--- config.mk ---
export PLATFORM = sky130hd
export DESIGN_NAME = uart_rx_sequencer_flat
export DESIGN_NICKNAME = d
export VERILOG_FILES = /design/src/rtl/uart_rx_sequencer_if.sv /design/src/rtl/uart_rx_sequencer.sv /design/src/flat_wrapper.sv
export SDC_FILE = /design/constraint.sdc
export NUM_CORES = 1
export LEC_CHECK = 0
export ABC_AREA = 1
export ABC_CLOCK_PERIOD_IN_PS = 3100
export CELL_PAD_IN_SITES_DETAIL_PLACEMENT = 1
export CELL_PAD_IN_SITES_GLOBAL_PLACEMENT = 2
export CORE_ASPECT_RATIO = 1.5
export CORE_UTILIZATION = 38
export DETAILED_ROUTE_END_ITERATION = 8
export GPL_TIMING_DRIVEN = 0
export PLACE_DENSITY = 0.86
export SKIP_LAST_GASP = 1
export SLEW_MARGIN = 20
export SYNTH_ARGS = -nofsm -noshare
export SYNTH_HDL_FRONTEND = slang
export SYNTH_SLANG_ARGS = --single-unit
--- constraint.sdc ---
create_clock -name i_clk -period 3.1 [get_ports i_clk]
set_clock_uncertainty 0.1 [all_clocks]
set_input_delay 0.62 -clock i_clk [delete_from_list [all_inputs] [get_ports i_clk]]
set_output_delay 0.62 -clock i_clk [all_outputs]
set_load 0.005 [all_outputs]
--- src/rtl/uart_rx_sequencer_if.sv ---
// Purpose : bundle of receiver-side and consumer-side signals for uart_rx_sequencer.
// Ports   : slave modport = sequencer view (receiver flags/data and out_ready in; flush, FIFO head, count, events, counters out).
//           master modport = environment view (receiver model plus consumer).
// Note    : FRAME_BITS / FIFO_DEPTH must match the parameters of the attached uart_rx_sequencer.
interface uart_rx_sequencer_if #(
  parameter int FRAME_BITS = 8,
  parameter int FIFO_DEPTH = 8
);
  // receiver side
  logic [FRAME_BITS-1:0]         rx_data;
  logic                          rx_converted;
  logic                          rx_data_valid;
  logic                          rx_busy;
  logic                          rx_flush;
  // consumer side
  logic [FRAME_BITS-1:0]         out_data;
  logic                          out_valid;
  logic                          out_ready;
  logic [$clog2(FIFO_DEPTH):0]   fifo_count;
  // events and statistics
  logic                          parity_err;
  logic                          overrun_err;
  logic                          stall_err;
  logic [7:0]                    parity_cnt;
  logic [7:0]                    overrun_cnt;
  logic [7:0]                    stall_cnt;

  modport slave (
    input  rx_data, rx_converted, rx_data_valid, rx_busy, out_ready,
    output rx_flush, out_data, out_valid, fifo_count,
           parity_err, overrun_err, stall_err,
           parity_cnt, overrun_cnt, stall_cnt
  );

  modport master (
    output rx_data, rx_converted, rx_data_valid, rx_busy, out_ready,
    input  rx_flush, out_data, out_valid, fifo_count,
           parity_err, overrun_err, stall_err,
           parity_cnt, overrun_cnt, stall_cnt
  );
endinterface

--- src/rtl/uart_rx_sequencer.sv ---
// Purpose : takes completed frames from a UART receiver, buffers good ones in a FWFT FIFO, releases the receiver with a flush pulse.
// Latency : rx_converted rise -> out_valid/out_data after 2 cycles (empty FIFO); rx_flush 2 cycles after rx_converted rise.
// Backpr. : consumer stalls via out_ready; when the FIFO is full at capture the frame is dropped and overrun_err pulses.
// Ports   : i_clk, i_rst (async, active high); bus (uart_rx_sequencer_if.slave) carries receiver flags/data, FIFO head,
//           fifo_count, parity/overrun/stall event pulses and 8-bit event counters.
// Option  : define UART_RX_SEQ_STATS_EN to build the saturating event counters; otherwise the counter ports read 0.
module uart_rx_sequencer #(
  parameter int FRAME_BITS   = 8,
  parameter int FIFO_DEPTH   = 8,
  parameter int STALL_CYCLES = 4096
) (
  input  logic                  i_clk,
  input  logic                  i_rst,
  uart_rx_sequencer_if.slave    bus
);

  localparam int AW = $clog2(FIFO_DEPTH);
  localparam int CW = AW + 1;
  localparam int SW = $clog2(STALL_CYCLES + 1);

  typedef enum logic [1:0] {
    ST_WAIT    = 2'd0,
    ST_CAPTURE = 2'd1,
    ST_FLUSH   = 2'd2,
    ST_DRAIN   = 2'd3
  } state_t;

  state_t                r_state;
  state_t                w_next;

  logic                  w_push;
  logic                  w_pop;
  logic                  w_full;
  logic                  w_par_evt;
  logic                  w_ovr_evt;

  logic [FRAME_BITS-1:0] r_mem [FIFO_DEPTH];
  logic [AW-1:0]         r_wr_ptr;
  logic [AW-1:0]         r_rd_ptr;
  logic [CW-1:0]         r_count;

  logic                  r_rx_flush;
  logic                  r_parity_err;
  logic                  r_overrun_err;
  logic                  r_stall_err;

  logic [SW-1:0]         r_stall_run;
  logic                  w_stalling;
  logic                  w_stall_hit;

  // Full is judged on the occupancy registered before this cycle, so a pop
  // in the capture cycle does not rescue a frame arriving at a full FIFO.
  assign w_full = (r_count == CW'(FIFO_DEPTH));
  assign w_pop  = (r_count != '0) && bus.out_ready;

  //--------------------------------------------------------------------------
  // Frame handshake FSM
  //--------------------------------------------------------------------------
  always_ff @(posedge i_clk or posedge i_rst) begin
    if (i_rst) begin
      r_state <= ST_WAIT;
    end else begin
      r_state <= w_next;
    end
  end

  always_comb begin
    w_next    = r_state;
    w_push    = 1'b0;
    w_par_evt = 1'b0;
    w_ovr_evt = 1'b0;
    case (r_state)
      ST_WAIT: begin
        if (bus.rx_converted) begin
          w_next = ST_CAPTURE;
        end
      end
      ST_CAPTURE: begin
        if (!bus.rx_data_valid) begin
          w_par_evt = 1'b1;
        end else if (w_full) begin
          w_ovr_evt = 1'b1;
        end else begin
          w_push = 1'b1;
        end
        w_next = ST_FLUSH;
      end
      ST_FLUSH: begin
        w_next = ST_DRAIN;
      end
      ST_DRAIN: begin
        // Wait for the receiver to drop its completion flag so the same
        // frame is never taken twice.
        if (!bus.rx_converted) begin
          w_next = ST_WAIT;
        end
      end
      default: begin
        w_next = ST_WAIT;
      end
    endcase
  end

  //--------------------------------------------------------------------------
  // Registered outputs: flush strobe and event pulses
  //--------------------------------------------------------------------------
  always_ff @(posedge i_clk or posedge i_rst) begin
    if (i_rst) begin
      r_rx_flush    <= 1'b0;
      r_parity_err  <= 1'b0;
      r_overrun_err <= 1'b0;
    end else begin
      r_rx_flush    <= (w_next == ST_FLUSH);
      r_parity_err  <= w_par_evt;
      r_overrun_err <= w_ovr_evt;
    end
  end

  //--------------------------------------------------------------------------
  // First-word-fall-through receive FIFO
  //--------------------------------------------------------------------------
  always_ff @(posedge i_clk) begin
    if (w_push) begin
      r_mem[r_wr_ptr] <= bus.rx_data;
    end
  end

  // Pointers are AW bits wide and FIFO_DEPTH is a power of two, so the
  // natural binary rollover is the modulo-depth wrap.
  always_ff @(posedge i_clk or posedge i_rst) begin
    if (i_rst) begin
      r_wr_ptr <= '0;
      r_rd_ptr <= '0;
      r_count  <= '0;
    end else begin
      if (w_push) begin
        r_wr_ptr <= r_wr_ptr + 1'b1;
      end
      if (w_pop) begin
        r_rd_ptr <= r_rd_ptr + 1'b1;
      end
      case ({w_push, w_pop})
        2'b10:   r_count <= r_count + CW'(1);
        2'b01:   r_count <= r_count - CW'(1);
        default: r_count <= r_count;
      endcase
    end
  end

  // Head word is forced to zero while empty so stale storage never leaks out.
  assign bus.out_data   = (r_count != '0) ? r_mem[r_rd_ptr] : '0;
  assign bus.out_valid  = (r_count != '0);
  assign bus.fifo_count = r_count;
  assign bus.rx_flush   = r_rx_flush;

  //--------------------------------------------------------------------------
  // Stall watchdog: counts consecutive busy cycles with no completed frame.
  // The run counter parks at STALL_CYCLES so the event fires exactly once
  // per stall episode.
  //--------------------------------------------------------------------------
  assign w_stalling  = bus.rx_busy && !bus.rx_converted;
  assign w_stall_hit = w_stalling && (r_stall_run == SW'(STALL_CYCLES - 1));

  always_ff @(posedge i_clk or posedge i_rst) begin
    if (i_rst) begin
      r_stall_run <= '0;
      r_stall_err <= 1'b0;
    end else begin
      r_stall_err <= w_stall_hit;
      if (!w_stalling) begin
        r_stall_run <= '0;
      end else if (r_stall_run != SW'(STALL_CYCLES)) begin
        r_stall_run <= r_stall_run + SW'(1);
      end
    end
  end

  assign bus.parity_err  = r_parity_err;
  assign bus.overrun_err = r_overrun_err;
  assign bus.stall_err   = r_stall_err;

  //--------------------------------------------------------------------------
  // Optional saturating event counters, advanced by the registered pulses
  //--------------------------------------------------------------------------
`ifdef UART_RX_SEQ_STATS_EN
  logic [7:0] r_parity_cnt;
  logic [7:0] r_overrun_cnt;
  logic [7:0] r_stall_cnt;

  always_ff @(posedge i_clk or posedge i_rst) begin
    if (i_rst) begin
      r_parity_cnt  <= '0;
      r_overrun_cnt <= '0;
      r_stall_cnt   <= '0;
    end else begin
      if (r_parity_err && (r_parity_cnt != 8'hFF)) begin
        r_parity_cnt <= r_parity_cnt + 8'd1;
      end
      if (r_overrun_err && (r_overrun_cnt != 8'hFF)) begin
        r_overrun_cnt <= r_overrun_cnt + 8'd1;
      end
      if (r_stall_err && (r_stall_cnt != 8'hFF)) begin
        r_stall_cnt <= r_stall_cnt + 8'd1;
      end
    end
  end

  assign bus.parity_cnt  = r_parity_cnt;
  assign bus.overrun_cnt = r_overrun_cnt;
  assign bus.stall_cnt   = r_stall_cnt;
`else
  assign bus.parity_cnt  = 8'd0;
  assign bus.overrun_cnt = 8'd0;
  assign bus.stall_cnt   = 8'd0;
`endif

endmodule

--- src/flat_wrapper.sv ---
// flat-port wrapper written by rule: the top's interface ports become plain ports
module uart_rx_sequencer_flat 
#(
  parameter int FRAME_BITS   = 8,
  parameter int FIFO_DEPTH   = 8,
  parameter int STALL_CYCLES = 4096
)
  (i_clk, i_rst, bus_rx_data, bus_rx_converted, bus_rx_data_valid, bus_rx_busy, bus_out_ready, bus_rx_flush, bus_out_data, bus_out_valid, bus_fifo_count, bus_parity_err, bus_overrun_err, bus_stall_err, bus_parity_cnt, bus_overrun_cnt, bus_stall_cnt);
  uart_rx_sequencer_if #(.FRAME_BITS(FRAME_BITS), .FIFO_DEPTH(FIFO_DEPTH)) bus_i ();
  input  logic i_clk;
  input  logic i_rst;
  input wire logic [$bits(bus_i.rx_data)-1:0] bus_rx_data;
  input wire logic [$bits(bus_i.rx_converted)-1:0] bus_rx_converted;
  input wire logic [$bits(bus_i.rx_data_valid)-1:0] bus_rx_data_valid;
  input wire logic [$bits(bus_i.rx_busy)-1:0] bus_rx_busy;
  input wire logic [$bits(bus_i.out_ready)-1:0] bus_out_ready;
  output wire logic [$bits(bus_i.rx_flush)-1:0] bus_rx_flush;
  output wire logic [$bits(bus_i.out_data)-1:0] bus_out_data;
  output wire logic [$bits(bus_i.out_valid)-1:0] bus_out_valid;
  output wire logic [$bits(bus_i.fifo_count)-1:0] bus_fifo_count;
  output wire logic [$bits(bus_i.parity_err)-1:0] bus_parity_err;
  output wire logic [$bits(bus_i.overrun_err)-1:0] bus_overrun_err;
  output wire logic [$bits(bus_i.stall_err)-1:0] bus_stall_err;
  output wire logic [$bits(bus_i.parity_cnt)-1:0] bus_parity_cnt;
  output wire logic [$bits(bus_i.overrun_cnt)-1:0] bus_overrun_cnt;
  output wire logic [$bits(bus_i.stall_cnt)-1:0] bus_stall_cnt;
  assign bus_i.rx_data = bus_rx_data;
  assign bus_i.rx_converted = bus_rx_converted;
  assign bus_i.rx_data_valid = bus_rx_data_valid;
  assign bus_i.rx_busy = bus_rx_busy;
  assign bus_i.out_ready = bus_out_ready;
  assign bus_rx_flush = bus_i.rx_flush;
  assign bus_out_data = bus_i.out_data;
  assign bus_out_valid = bus_i.out_valid;
  assign bus_fifo_count = bus_i.fifo_count;
  assign bus_parity_err = bus_i.parity_err;
  assign bus_overrun_err = bus_i.overrun_err;
  assign bus_stall_err = bus_i.stall_err;
  assign bus_parity_cnt = bus_i.parity_cnt;
  assign bus_overrun_cnt = bus_i.overrun_cnt;
  assign bus_stall_cnt = bus_i.stall_cnt;
  uart_rx_sequencer #(.FRAME_BITS(FRAME_BITS), .FIFO_DEPTH(FIFO_DEPTH), .STALL_CYCLES(STALL_CYCLES)) u_core (.i_clk(i_clk), .i_rst(i_rst), .bus(bus_i));
endmodule
After elaboration in Yosys (flattened, before gate mapping). Memory sizes are Yosys's and may differ from the RTL's. Index checks and enable logic that the tools add are counted.

Flip-flop bits (word level): 29. Bits in writable memories: 64. Bits of input ports: 14. Output and inout port bits: 41. Logic and storage cells: 49. Memories kept: 1.

Memories: u_core.r_mem (depth 8, width 8, read ports 1, clocked after Yosys merged registers in 0, write ports 1, RTL line uart_rx_sequencer.sv:37) `logic [FRAME_BITS-1:0] r_mem [FIFO_DEPTH];`.

Add/sub/neg operators: 5. Equal/unequal tests: 10. Muxes and demuxes: 17. Reduce and logical (&&, ||, !) cells: 7.

Operators with widths (count): $mux 13 (2); $add 13x1->13 const B (1); $eq 13x12->1 const B (1); $ne 13x13->1 const B (1); $mux 1 (10); $eq 2x2->1 const B (4); $mux 8 (1); $pmux 2 s4 (1); $pmux 4 s2 (1); $add 3x1->3 const B (2); $add 4x1->4 const B (1); $eq 2x1->1 const B (2); $eq 4x4->1 const B (1); $mux 2 (2); $reduce_bool 4->1 (1); $sub 4x1->4 const B (1); $logic_and 1x1->1 (3); $logic_not 2->1 (1); $ne 2x2->1 const B (1); $reduce_bool 2->1 (1); $logic_not 1->1 (1).

Longest topological paths before layout. Gate-level depths: netlist (run 1).

Depth after elaboration: 6. Mapped depth: 13.

Worst setup path before layout (run 1). No wires, ideal clock.

Kind: reg2reg. From: register u_core.r_count[1], in the netlist u_core.bus.fifo_count[1]. To: register u_core.r_count[2], in the netlist u_core.bus.fifo_count[2]. Setup time: 0.129 ns. Arrival time: 1.744 ns. Path slack: 1.126 ns. Stages on the path, launching flop included: 12. Cells stage by stage: dfrtp_1 > nor2_2 > nand2_2 > nand2_2 > inv_2 > ha_1 > nor2_1 > nor2_1 > ha_1 > a21oi_1 > xor2_1 > o21ai_0.

Elaborated cells on any way between the ends: 12. Classes of those cells: 2 x add/sub; 3 x eq/ne; 4 x mux; 3 x reduce/logical.

RTL lines: from (decl) (RTL line uart_rx_sequencer.sv:40) `logic [CW-1:0] r_count;`; from (signal assigned) (RTL line uart_rx_sequencer.sv:143) `2'b10: r_count <= r_count + CW'(1);`; from (signal assigned) (RTL line uart_rx_sequencer.sv:144) `2'b01: r_count <= r_count - CW'(1);`; from (signal assigned) (RTL line uart_rx_sequencer.sv:145) `default: r_count <= r_count;`; $reduce_bool 4->1 (*); named net bus_out_valid (RTL line flat_wrapper.sv:19) `output wire logic [$bits(bus_i.out_valid)-1:0] bus_out_valid;`; $logic_and 1x1->1 (*) (RTL line uart_rx_sequencer.sv:54) `assign w_pop = (r_count != '0) && bus.out_ready;`; named net u_core.w_pop (RTL line uart_rx_sequencer.sv:32) `logic w_pop;`; $eq 2x1->1 / $eq 2x2->1 (equally long branches) (RTL line uart_rx_sequencer.sv:142) `case ({w_push, w_pop})`; $pmux 4 s2 / $reduce_bool 2->1 (equally long branches).

Mark *: on every way through the listed nets, which the timed path passes. The rest lies on a longest branch. A chain may end at the register's enable or synchronous reset.

Worst setup path in the final report (run 1).
From: register u_core.r_rd_ptr[1]. To: output port bus_out_data[1].

Longest elaborated chain between the ends: 2.

Ends and longest elaborated chain: from (decl) (RTL line uart_rx_sequencer.sv:39) `logic [AW-1:0] r_rd_ptr;`; from (signal assigned) (RTL line uart_rx_sequencer.sv:140) `r_rd_ptr <= r_rd_ptr + 1'b1;`; $mem_v2 8x8; $mux 8 (RTL line uart_rx_sequencer.sv:151) `assign bus.out_data = (r_count != '0) ? r_mem[r_rd_ptr] : '0;`; to (decl) (RTL line flat_wrapper.sv:18) `output wire logic [$bits(bus_i.out_data)-1:0] bus_out_data;`.

Every way passes these cells.

==> out/qor.yml, run 1 <==
synth-edff-count: 64
syn_area_per_cell_um2: 10.5
synth_most_common_cell: "nor2_1"
critPathMaxFanout: 10
core-area_um2: 11100
grt_max_degree: 30
utilization: 0.470
wl_per_cell_um: 15.5
path_cells: "buf_2, o21ai_1, o211ai_1, nand2_1, nor2_1, clkdlybuf4s50_1"
yosys_warnings: 0
drc_errors: 0
setup_viol: 0
grt-ovfl-total: 0
path_clk_slew_ps: 60
nNetsFinal: 499
globalplace.congestion: 0.846
clock-sinks: 93
ys_seq_area_frac: 0.611
synthArstFlopShare: 0.312
critPathBufInv: 2
ctsHoldBuffers: 0
die-area_um2: 11900
p_per_area_nw_per_um2: 823
hold_depth: 1
worstMarginPinSlew_ps: 925
root_buffer: "clkbuf_16"
rr_worst_depth: 12
synth_seq_cells: 93
synth_area_um2: 4340
min_period_ps: 2960
cap_violations: 0
fmax_mhz: 337
min_period_over_period: 0.956
required_ps: 2380
synthDistinctLibCells: 30
io_pins: 55
ys_top_cells_by_count: "82 x nor2_1, 64 x edfxtp_1, 50 x nand2_1, 29 x dfrtp_1, 29 x o21ai_1"
grt_pass1_wl_mm: 16.1
worst_path_largest_cell_delay_ps: 540
placed_area_um2: 4910
drtIter0Drc: 104
syn2layout_area_growth_pct: 19.9
synthTopCellsByArea: "edfxtp_1 44%, dfrtp_1 17%, nor2_1 7.1%"
ir_drop_uv: 324
dp_hpwl_mm: 7.13
synth_flop_cell: "edfxtp_1"
drt.antenna.violating_nets: 0
max_slew_margin: 0.381
wirelength_mm: 9.79
drtPass1Iterations: 4
antenna_found_initial: 0
cp_slowest_cell: "dfrtp_1"
clock_path_buffers: 2
p_leak_uw: 0.00212
grt_pass1_vias: 3231
die_h_um: 133
hold_class: "reg -> reg"
synth_top_area_frac: 0.443
drive_above_1_share: 0.166
critical_path.endpoint_type: "output pin"
status: "finished, final reports clean"
crit_family: "buffers and inverters"
grt.total_usage: 0.185
fin_tns_setup_ps: 0
synthCells: 414
start_util: 0.392
cts_setup_buffers: 0
cp_num_cells: 6
diodes: 0
port_buffers: 30
finalPower_uw: 4280
crit_path_start_kind: "flop"
yosysTopAreaCell: "edfxtp_1"
rows: 47
hold_viol: 0
viasPerCell: 4.81
rsz0062_at_grt: "no"
cts_buffers: 9
critPathKind: "reg -> out"
vias: 3031
h-tree-depth: 3
die_w_um: 89.2
cts_tree: "yes"
crit_arrival_ps: 2240
stdcell_area_um2: 5200
insertion_delay_ps: 340
slew_viol_final: 0
## flip-flops by register name (all words and copies together), names as in the netlist
register and flops:
u_core.r_mem 64, u_core.r_stall_run 13, u_core.bus.fifo_count 4, u_core.r_rd_ptr 3, u_core.r_wr_ptr 3, u_core.r_state 2, u_core.bus.overrun_err 1, u_core.bus.parity_err 1
u_core.bus.rx_flush 1, u_core.bus.stall_err 1
## through the flow
stage / worst slack, ps / std cells / hold WS [ps]
after detailed placement: 332 / 614 / 408
final: 137 / 630 / 415
after global routing: 26.9 / 630 / 473
after floorplan: 1130 / 437 / 383
after global placement: 413 / 614 / 405
after CTS: 126 / 630 / 421
## worst register-to-register path, delay by kind of cell, from the launching register on
family / cells / cell delay [ps]
AO/OA/AOI/OAI: 2 / 190
buffers and inverters: 2 / 120
adder cells (fa/ha/maj): 2 / 400
flip-flops: 1 / 440
AND/OR/NAND/NOR: 5 / 730
XOR/XNOR: 1 / 170
## cell usage in the layout (no fill, tap or decap), types with 3 or more instances in the layout
master / instances
nor2_1: 82
buf_6: 4
edfxtp_1: 64
o21ai_0: 11
buf_2: 3
nand3_2: 3
a21oi_1: 5
inv_2: 8
nand4_1: 5
conb_1: 24
clkbuf_16: 9
clkdlybuf4s50_1: 30
inv_1: 24
nor2_4: 3
nand2_2: 5
nand3_1: 14
o211ai_1: 6
nor3_1: 4
o21ai_1: 29
buf_4: 27
xor2_1: 5
nor2_2: 6
nand2_1: 50
ha_1: 7
dfrtp_1: 29
o22ai_1: 8
xnor2_1: 3
## cell families (layout without fill, tap and decap cells)
family,Yosys count,in the layout,synth area share
AND/OR/NAND/NOR,174,174,0.179
AO/OA/AOI/OAI,63,63,0.0837
buffers and inverters,68,114,0.0900
other,1,24,0.000865
adder cells (fa/ha/maj),7,7,0.0202
flip-flops,93,93,0.611
XOR/XNOR,8,8,0.0162
## final cells by class
class / count / area [um2]
fillers: 1289 / 5850
flip-flops and latches: 93 / 2650
multi-input cells: 276 / 1390
repair buffers: 30 / 300
plain buffers: 35 / 267
clock buffers: 10 / 229
well taps: 147 / 184
inverters: 33 / 128
clock inverters: 6 / 61.3
## power breakdown
part,internal (uW),total (uW),switching (uW)
registers,1470,1590,124
logic,721,1610,889
clock network,625,1080,452
total,2820,4280,1460
## worst paths after layout
kind,to,slack [ps],start
setup / recovery,bus_out_data[1],140,u_core.r_rd_ptr[1]
hold / removal,u_core.r_wr_ptr[2],420,u_core.r_wr_ptr[2]
setup reg to reg,u_core.bus.fifo_count[2],890,u_core.bus.fifo_count[1]
hold reg to reg,u_core.r_wr_ptr[2],420,u_core.r_wr_ptr[2]
max in group asynchronous,u_core.r_stall_run[1],1890,i_rst
min in group asynchronous,u_core.bus.fifo_count[3],590,i_rst
## per-layer routing
| layer | track usage | share of wire | vias to the layer above |
|---|---|---|---|
| li1 | - | - | 1472 |
| met3 | 0.0356 | 0.026 | 21 |
| met1 | 0.196 | 0.38 | 1480 |
| met5 | 0 | 0 | - |
| met2 | 0.343 | 0.57 | 58 |
| met4 | 0.0811 | 0.029 | 0 |
## repair_timing
| action | CTS | global route |
|---|---|---|
| hold endpoints to repair | 0 | 0 |
| setup endpoints to repair | 0 | 1 |
| resized for setup | 0 | 1 |
Note: power is estimated with default switching activity, not from simulation.
==> inputs of run 2 (changes only) <==
--- a/config.mk
+++ b/config.mk
@@ -13,7 +13,7 @@
 export CORE_UTILIZATION = 38
 export DETAILED_ROUTE_END_ITERATION = 8
 export GPL_TIMING_DRIVEN = 0
-export PLACE_DENSITY = 0.86
+export PLACE_DENSITY_LB_ADDON = 0.12
 export SKIP_LAST_GASP = 1
 export SLEW_MARGIN = 20
 export SYNTH_ARGS = -nofsm -noshare
==> run 2 against run 1 <==
Compared with the run above:
- final cell count did not move
- non-clock buffer count stayed put
- clock power about the same
- highest routed layer unchanged
- largest power group unchanged
- setup slack gained 95 ps
==> out/qor.yml, run 2 (same netlist as run 1, synthesis figures left out) <==
required_ps: 2380  # about the same
finalNonFillerCells: 630  # unchanged
root_buffer: "clkbuf_16"
rsz0062_at_grt: "no"
diodes: 0  # unchanged
grt_max_degree: 30  # unchanged
p_clk_frac: 0.253  # about the same
largest_reg_flops: 64  # unchanged
intPower_uw: 2810  # -0.14%
min_period_ps: 2870  # -94.8 ps
p_per_area_nw_per_um2: 820  # -0.34%
syn2layout_area_growth_pct: 19.9  # about the same
io_pins: 55  # unchanged
dp.cells: 614  # unchanged
critPathKind: "reg -> out"
wl_per_cell_um: 15.2  # -2.4%
final_common_cell: "nor2_1"
crit_path_start_kind: "flop"
cap_violations: 0  # unchanged
r2r-end: "u_core.bus.fifo_count[2]"
rr_worst_depth: 12  # unchanged
drc_errors: 0  # unchanged
seq_area_um2: 2650  # unchanged
rrSetupSlack_ps: 840  # -50 ps
die_w_um: 89.2  # unchanged
hold_class: "reg -> reg"
min_period_over_period: 0.925  # -0.0306
hold_viol: 0  # unchanged
drt.antenna.violating_nets: 0  # unchanged
critical_path.endpoint_type: "output pin"
slew_viol_final: 0  # unchanged
vias: 2969  # -2.0%
setup_viol: 0  # unchanged
die_h_um: 133  # unchanged
top_register: "u_core.r_mem"
hold_depth: 1  # unchanged
layout_common_cells: "82 x nor2_1, 64 x edfxtp_1, 50 x nand2_1, 30 x clkdlybuf4s50_1"
seqPwrFrac: 0.373  # about the same
sw_frac_of_total: 0.340  # -0.00164
insertion_delay_ps: 340  # about the same
grt.total_usage: 0.178  # -0.00691
fin_tns_setup_ps: 0  # unchanged
die-area_um2: 11900  # unchanged
clock_path_buffers: 2  # unchanged
r2r-start: "u_core.bus.fifo_count[1]"
hold_path_end: "u_core.r_wr_ptr[2]"
viasPerCell: 4.71  # -2.0%
power_frac_comb: 0.375  # about the same
path_clk_slew_ps: 60  # about the same
port_buffers: 30  # unchanged
cts_buffers: 9  # unchanged
fmax_mhz: 349  # +3.3%
rows: 47  # unchanged
ctsHoldBuffers: 0  # unchanged
worstMarginPinSlew_ps: 860  # -64.5 ps
drive_above_1_share: 0.161  # -0.00414
max_slew_margin: 0.424  # +0.0431
globalplace.congestion: 0.756  # -11%
drtPass1Iterations: 4  # unchanged
min_from: "u_core.r_wr_ptr[2]"
cts_resized: 0  # unchanged
grt_pass1_vias: 3117  # -3.5%
nNetsFinal: 499  # unchanged
clock-sinks: 93  # unchanged
grt-ovfl-total: 0  # unchanged
crit_arrival_ps: 2150  # -90 ps
status: "finished, final reports clean"
start_util: 0.392  # unchanged
p_leak_uw: 0.00212  # -0.12%
critPathMaxFanout: 10  # unchanged
grt_pass1_wl_mm: 15.5  # -3.8%
cts_tree: "yes"
p_sw_uw: 1450  # -0.86%
core-area_um2: 11100  # unchanged
multi_input_area_um2: 1390  # unchanged
nFillCells: 1284  # -0.39%
cts_setup_buffers: 0  # unchanged
antenna_found_initial: 0  # unchanged
ir_drop_uv: 353  # +8.7%
drtIter0Drc: 69  # -34%
dp_hpwl_mm: 7.29  # +2.4%
wirelength_mm: 9.56  # -2.4%
h-tree-depth: 3  # unchanged
## run 2: cell count changes in the layout (fill, tap and decap cells not counted)
cell / change
inv_1: +1
clkinv_1: +1
inv_6: -1
clkinv_2: -2
clkinv_4: +1
## run 2: stage by stage
stage	setup WS, ps	hold slack (ps)	area, um2	utilization	power [uW]
floorplan	1130	383	4420	-	2590
detailed placement	351	420	4910	0.444	3260
global route	71.2	449	5200	0.470	4560
global placement	376	399	4910	0.444	3210
CTS	189	433	5200	0.470	4350
finish	232	419	5200	0.470	4260
## run 2: worst max-delay path, cell delays in order (launching register included)
cell,delay (ps)
dfrtp_1,320
clkbuf_1,380
buf_2,380
nor2_1,90
nor2_1,130
clkdlybuf4s50_1,510
## run 2: final cells by class
class | instances | share of cell area
sequential | 93 | 0.509
multi-input combinational | 276 | 0.266
timing repair buffer | 30 | 0.0578
buffer | 35 | 0.0513
clock buffer | 10 | 0.0440
tap | 147 | 0.0354
inverter | 33 | 0.0238
clock inverter | 6 | 0.0120
## run 2: per-layer routing
metal,track usage,part of all wire
met3,0.0274,0.023
met5,0,0
met2,0.338,0.57
met1,0.191,0.39
met4,0.0670,0.021
## run 2: how the worst max path moves through the flow
stage / start / endpoint / slack, ps / cells after the start
global route: u_core.r_rd_ptr[1] / bus_out_data[5] / 70 / 6
CTS: u_core.r_rd_ptr[2] / bus_out_data[5] / 190 / 5
finish: u_core.r_rd_ptr[2] / bus_out_data[5] / 230 / 5
global placement: bus_rx_data_valid / u_core.r_mem[3][5] / 380 / 5
detailed placement: bus_rx_data_valid / u_core.r_mem[3][5] / 350 / 5
floorplan: u_core.bus.fifo_count[1] / u_core.bus.fifo_count[2] / 1130 / 11
## run 2: power by group through the flow
stage	clock network, uW	registers, uW	logic [uW]
floorplan	0	1590	997
global placement	0	1610	1600
detailed placement	0	1620	1640
CTS	1110	1590	1640
global route	1150	1610	1800
finish	1080	1590	1600
